==> config.mk <==
export PLATFORM = sky130hd
export DESIGN_NAME = jtag_stream_sched
export DESIGN_NICKNAME = d
export VERILOG_FILES = /design/src/rtl/jtag_stream_sched.sv
export SDC_FILE = /design/constraint.sdc
export NUM_CORES = 1
export LEC_CHECK = 0
export CAP_MARGIN = 10
export CELL_PAD_IN_SITES_DETAIL_PLACEMENT = 0
export CELL_PAD_IN_SITES_GLOBAL_PLACEMENT = 1
export CORE_MARGIN = 3
export CORE_UTILIZATION = 35
export DETAILED_ROUTE_END_ITERATION = 6
export PLACE_DENSITY_LB_ADDON = 0.1
export SKIP_CTS_REPAIR_TIMING = 1
export SYNTH_ARGS = -nofsm -noshare
export SYNTH_HDL_FRONTEND = slang
export SYNTH_SLANG_ARGS = --single-unit
export TNS_END_PERCENT = 50
==> constraint.sdc <==
create_clock -name clk_in -period 3.79 [get_ports clk_in]
set_input_delay 0.379 -clock clk_in [delete_from_list [all_inputs] [get_ports clk_in]]
set_output_delay 0.379 -clock clk_in [all_outputs]
set_load 0.05 [all_outputs]
==> src/rtl/jtag_stream_sched.sv <==
// jtag_stream_sched: arbitrates two byte streams onto a JTAG player FIFO.
// Ports: req/valid/data/last/ready/grant per requester A/B; FIFO write
// port data_in/write_enable_fifo; player status full/empty/error/eof and
// wr_data_count; rst_player pulse; clr_err/busy/done/err/err_code/byte_cnt.
module jtag_stream_sched #(
    parameter int FULL_THRESH   = 1016,
    parameter int DRAIN_TIMEOUT = 65535
) (
    input  logic       clk_in,
    input  logic       rst_fifo,
    input  logic       req_a,
    input  logic       req_b,
    input  logic       valid_a,
    input  logic       valid_b,
    input  logic [7:0] data_a,
    input  logic [7:0] data_b,
    input  logic       last_a,
    input  logic       last_b,
    output logic       ready_a,
    output logic       ready_b,
    output logic       grant_a,
    output logic       grant_b,
    output logic [7:0] data_in,
    output logic       write_enable_fifo,
    input  logic       full_fifo,
    input  logic       empty_fifo,
    input  logic       error_out,
    input  logic       eof_out,
    input  logic [9:0] wr_data_count,
    output logic       rst_player,
    input  logic       clr_err,
    output logic       busy,
    output logic       done,
    output logic       err,
    output logic [1:0] err_code,
    output logic [15:0] byte_cnt
);

    localparam logic [9:0]  FULL_LVL = 10'(FULL_THRESH);
    localparam logic [15:0] TMO_LAST = 16'(DRAIN_TIMEOUT - 1);

    typedef enum logic [2:0] {
        IDLE, STREAM, DRAIN, DONE, ERR
    } state_t;

    state_t      state_q, state_d;
    logic        grant_a_q, grant_a_d;
    logic        grant_b_q, grant_b_d;
    logic        owner_q, owner_d;   // 1 = B owns the current packet
    logic        ptr_q, ptr_d;       // 1 = B wins the next tie
    logic [15:0] cnt_q, cnt_d;
    logic [15:0] tmo_q, tmo_d;
    logic [1:0]  code_q, code_d;
    logic [7:0]  data_q;
    logic        we_q;

    logic        room;
    logic        accept;
    logic        last_sel;
    logic [7:0]  data_sel;
    logic        pick_b;

    // error_out gates ready combinationally so a byte racing an error
    // is never written.
    assign room     = !full_fifo && (wr_data_count < FULL_LVL) && !error_out;
    assign ready_a  = (state_q == STREAM) && grant_a_q && room;
    assign ready_b  = (state_q == STREAM) && grant_b_q && room;
    assign accept   = (ready_a && valid_a) || (ready_b && valid_b);
    assign last_sel = owner_q ? last_b : last_a;
    assign data_sel = owner_q ? data_b : data_a;

    assign grant_a           = grant_a_q;
    assign grant_b           = grant_b_q;
    assign data_in           = data_q;
    assign write_enable_fifo = we_q;
    assign busy              = (state_q != IDLE);
    assign done              = (state_q == DONE);
    assign err               = (state_q == ERR);
    assign err_code          = code_q;
    assign byte_cnt          = cnt_q;
    assign rst_player        = rst_fifo || ((state_q == ERR) && clr_err);

    always_comb begin
        state_d   = state_q;
        grant_a_d = grant_a_q;
        grant_b_d = grant_b_q;
        owner_d   = owner_q;
        ptr_d     = ptr_q;
        cnt_d     = cnt_q;
        tmo_d     = tmo_q;
        code_d    = code_q;
        pick_b    = 1'b0;
        unique case (state_q)
            IDLE: begin
                if (req_a || req_b) begin
                    pick_b    = req_b && (!req_a || ptr_q);
                    grant_a_d = !pick_b;
                    grant_b_d = pick_b;
                    owner_d   = pick_b;
                    cnt_d     = '0;
                    state_d   = STREAM;
                end
            end
            STREAM: begin
                if (error_out) begin
                    state_d   = ERR;
                    code_d    = 2'd1;
                    grant_a_d = 1'b0;
                    grant_b_d = 1'b0;
                end else if (accept) begin
                    if (cnt_q != 16'hFFFF)
                        cnt_d = cnt_q + 16'd1;
                    if (last_sel) begin
                        state_d = DRAIN;
                        tmo_d   = '0;
                    end
                end
            end
            DRAIN: begin
                if (error_out) begin
                    state_d   = ERR;
                    code_d    = 2'd1;
                    grant_a_d = 1'b0;
                    grant_b_d = 1'b0;
                end else if (empty_fifo && eof_out) begin
                    state_d   = DONE;
                    grant_a_d = 1'b0;
                    grant_b_d = 1'b0;
                end else if (tmo_q == TMO_LAST) begin
                    state_d   = ERR;
                    code_d    = 2'd2;
                    grant_a_d = 1'b0;
                    grant_b_d = 1'b0;
                end else begin
                    tmo_d = tmo_q + 16'd1;
                end
            end
            DONE: begin
                ptr_d   = !owner_q;
                state_d = IDLE;
            end
            ERR: begin
                if (clr_err) begin
                    code_d  = '0;
                    ptr_d   = !owner_q;
                    state_d = IDLE;
                end
            end
            default: state_d = IDLE;
        endcase
    end

    always_ff @(posedge clk_in) begin
        if (rst_fifo) begin
            state_q   <= IDLE;
            grant_a_q <= 1'b0;
            grant_b_q <= 1'b0;
            owner_q   <= 1'b0;
            ptr_q     <= 1'b0;
            cnt_q     <= '0;
            tmo_q     <= '0;
            code_q    <= '0;
            data_q    <= '0;
            we_q      <= 1'b0;
        end else begin
            state_q   <= state_d;
            grant_a_q <= grant_a_d;
            grant_b_q <= grant_b_d;
            owner_q   <= owner_d;
            ptr_q     <= ptr_d;
            cnt_q     <= cnt_d;
            tmo_q     <= tmo_d;
            code_q    <= code_d;
            we_q      <= accept;
            if (accept)
                data_q <= data_sel;
        end
    end

endmodule

After elaboration in Yosys (flattened, before gate mapping)
Index checks and enable logic that the tools add are counted.
{"block": "word_totals", "ff_bits": 50}
{"block": "classes", "magnitude_cmp": 1, "eq_ne": 21, "mux": 39, "n_reduce_logical": 34, "addsub": 2}
{"op": "16-bit 2-to-1 mux", "count": 10}
{"op": "16-bit one-hot mux with 2 select lines", "count": 2}
{"op": "16-bit by 1-bit adder with 16-bit output, second input constant", "count": 2}
{"op": "3-bit 2-to-1 mux", "count": 8}
{"op": "2-bit != test, second input constant", "count": 9}
{"op": "16-bit equality test, second input constant", "count": 1}
{"op": "16-bit != test, second input constant", "count": 1}
{"op": "5-bit AND reduction", "count": 3}
{"op": "3-bit != test, second input constant", "count": 4}
{"op": "3-bit one-hot mux with 4 select lines", "count": 1}
{"op": "1-bit logical AND", "count": 11}
{"op": "10-bit < comparator, second input constant", "count": 1}
{"op": "2-bit 2-to-1 mux", "count": 5}
{"op": "3-bit nonzero test", "count": 3}
{"op": "1-bit 2-to-1 mux", "count": 8}
{"op": "8-bit 2-to-1 mux", "count": 1}
{"op": "7-bit AND reduction", "count": 1}
{"op": "3-bit by 2-bit equality test with 1-bit output, second input constant", "count": 2}
{"op": "1-bit one-hot mux with 3 select lines", "count": 2}
{"op": "2-bit one-hot mux with 3 select lines", "count": 1}
{"op": "2-bit nonzero test", "count": 3}
{"op": "1-bit zero test", "count": 5}
{"op": "1-bit logical OR", "count": 4}
{"op": "4-bit != test, second input constant", "count": 1}
{"op": "7 further kinds", "count": 8}

Longest topological paths before layout
{"block": "depth", "depth_word": 9, "mapped_depth": 8, "ltp_nobuf": 7}

Worst setup path after synthesis
OpenSTA, ideal clock, no wires.
{"block": "synth_path", "kind": "reg2out", "startpoint": "register state_q[0]", "endpoint": "output rst_player", "arrival_ps": 2373, "stages_incl_launch_ff": 5, "required_ps": 3411, "path_slack_ps": 1038, "path_cell_list": "dfxtp_1 -> clkbuf_1 -> nor3b_1 -> nand2_1 -> nand2_1"}
{"block": "synth_between", "elab_chain_len": 3}
{"element": "start, declared", "line_no": "46", "rtl": "state_t state_q, state_d;"}
{"element": "start signal, assigned", "line_no": "166", "rtl": "state_q <= state_d;"}
{"element": "3-bit equality test"}
{"element": "named net err", "line_no": "34", "rtl": "output logic err,"}
{"element": "1-bit logical AND", "line_no": "81", "rtl": "assign rst_player = rst_fifo || ((state_q == ERR) && clr_err);"}
{"element": "1-bit logical OR", "line_no": "81"}
{"element": "end, declared", "line_no": "30", "rtl": "output logic rst_player,"}
The timed path passes the listed nets, and every way through them passes these cells.

Worst setup path after layout
{"block": "layout_path", "startpoint": "register state_q[0]", "endpoint": "output ready_b"}
{"block": "layout_between", "elab_chain_len": 3}
{"element": "3-bit by 1-bit equality test with 1-bit output", "line_no": "67", "rtl": "assign ready_b = (state_q == STREAM) && grant_b_q && room;"}
{"element": "1-bit logical AND (2 in a row)", "line_no": "67"}
{"element": "end, declared", "line_no": "20", "rtl": "output logic ready_b,"}
Every way passes these cells.

==> results.yml <==
outcome:
  status: "finished, final reports clean"
sta:
  timing.slew.headroom_pct: 36.9
  setup_viol: 0
  final_hold_viol_count: 0
  finalSetupTns_ns: 0
  post-route-min-period_ns: 2.94
  worstMarginPinSlew_ns: 0.943
  max_freq_mhz: 341
  period_share_pct: 77.5
  drv_slew: 0
  skew_ns: 0.0102
  grt_setup_unrepaired: "false"
floorplanning:
  ios: 74
  rows: 32
  die_width_um: 95.6
  start_util_pct: 36.1
  die_h_um: 95.6
  core-area_um2: 7770
  dieArea_um2: 9130
clock_network:
  cts_tree: "yes"
  htreeDepth: 2
  clock_path_buffers: 2
  clkTransAtPathRegs_ns: 0.09
  clock-sinks: 50
  clock_latency_ns: 0.31
  numCtsBuffers: 5
  cts-root-buf: "clkbuf_8"
flow_run:
  cap_violations: 0
global_route:
  antenna_found_initial: 0
  grt_pass1_wl_um: 12700
  grtUsageTotal_pct: 17.4
  grt_pass1_vias: 2504
  grt_max_degree: 26
  gr-total-overflow: 0
detailed_routing:
  vias_per_cell: 5.58
  first_iter_violations: 73
  vias: 2803
  drc: 0
  dr.pass1.iters: 4
  routed_wl_um: 7850
  ant_nets: 0
  wire_per_inst_um: 15.6
power_and_ir_drop:
  p_leak_nw: 1.31
  p_int_w: 0.000808
  power_switching_w: 0.000305
  powerDensity_nw_per_um2: 302
  total_power_w: 0.00111
  p_comb_share_pct: 16.5
  vdd.ir_drop.worst_uv: 125
  p_clk_share_pct: 34.3
  seqPwrFrac_pct: 49.3
  netSwitchingFraction_pct: 27.4
logic_synthesis:
  yosysWarnings: 0
  ys_seq_elements: 50
  synthTopCellsByCount: "50 x dfxtp_1, 28 x nor2_1, 22 x nand2_1"
  synth_edf_count: 0
  syn_inst: 338
  synth_top_area_share_pct: 35.7
  ys_types: 67
  synth_area_um2: 2810
  synth_top_area_cell: "dfxtp_1"
  yosysMostFrequentCell: "dfxtp_1"
  async_flop_share_pct: 0
  synth-seq-area-share_pct: 35.7
  yosys-top-cells-area: "dfxtp_1 36%, a31oi_1 4.2%, nor2_1 3.7%"
  synth.net_count: 380
  synth_top_flop_cell: "dfxtp_1"
  synth_area_per_cell_um2: 8.31
worst_setup_path:
  cp.required_ns: 3.41
  crit_start: "state_q[0]"
  endpoint_kind: "output pin"
  path_max_fanout: 15
  cp.arrival_ns: 2.56
  worstSetupPathType: "reg2out"
  r2r-start: "state_q[1]"
  start_kind: "flop"
placed_design:
  dpl.hpwl_um: 5700
  gp_congestion: 0.808
  io_buffer_count: 70
min_path:
  holdCritStartpoint: "err_code[0]"
  worstHoldPathType: "reg2reg"
layout:
  nNetsFinal: 441
  fin_util_pct: 47.5
  layout-drive-gt1-share_pct: 7.50
  synthToLayoutAreaGrowth_pct: 31.4
  antenna_cells_inserted: 0
## cells by family (layout without fill, tap and decap cells)
kind of cell / count (synthesis) / in the layout / share of synthesized area, %
mux: 10 / 10 / 3.57
simple gates: 155 / 155 / 31.3
compound gates: 89 / 89 / 23.5
fa+ha+maj: 3 / 3 / 1.34
flops: 50 / 50 / 35.7
xor+xnor: 1 / 1 / 0.312
buf+inv: 30 / 92 / 4.32
## per-layer routing
metal	wire, um	vias up	GRT usage (%)	share of wire [%]
li1	-	1422	-	-
met1	3660	1326	23.4	47
met2	3760	46	28.7	48
met3	329	9	3.24	4.2
met4	98	0	4.38	1.2
met5	0	-	0	0
## path summary, 6_finish.rpt
kind                 endpoint  slack, ns  cells past startpoint
setup / recovery      ready_b       0.85                      3
hold / removal    err_code[0]       0.46                      2
setup reg to reg    tmo_q[15]       1.35                      5
hold reg to reg   err_code[0]       0.46                      2
## power groups by stage
stage	clock [W]	combinational, W	sequential [W]
floorplan	0	0.0000964	0.000569
global placement	0	0.000183	0.000561
detailed placement	0	0.000184	0.000561
CTS	0.000397	0.000184	0.000549
global route	0.000415	0.000199	0.000551
finish	0.000381	0.000183	0.000548
## worst max-delay path, stage by stage (launching register included)
cell,delay (ns)
dfxtp_1,0.62
or3b_1,0.56
nor3_1,0.23
clkdlybuf4s50_1,0.84
## sequential cells by signal, indices dropped and copies added (netlist names)
name	cells
byte_cnt	16
data_in	8
err_code	2
grant_a	1
grant_b	1
owner_q	1
ptr_q	1
state_q	3
tmo_q	16
write_enable_fifo	1
## per-stage QoR
stage	hold WS, ns	cells	worst slack (ns)	instance area, um^2
after detailed placement	0.454	494	1.09	3580
after CTS	0.472	502	0.836	3690
after global routing	0.500	502	0.708	3690
after floorplan	0.449	338	1.04	2810
final	0.464	502	0.854	3690
after global placement	0.450	494	1.09	3580
## layout by cell type, fill, tap and decap left out, types with 10 or more instances in the layout
cell type / instances
and3_1: 15
nand3_1: 20
clkdlybuf4s50_1: 69
dfxtp_1: 50
nand2b_1: 10
a211oi_1: 10
a31oi_1: 19
nor3_1: 10
nor2_1: 28
a21oi_1: 10
nand2_1: 22
mux2i_1: 10
## final cells by class
cell class,instances,area [um^2]
Multi-Input combinational cell,258,1690
Clock inverter,3,40.0
Fill cell,781,4080
Timing Repair Buffer,74,728
Sequential cell,50,1000
Inverter,10,37.5
Tap cell,102,128
Clock buffer,5,68.8
Note: power is estimated with default switching activity, not from simulation.
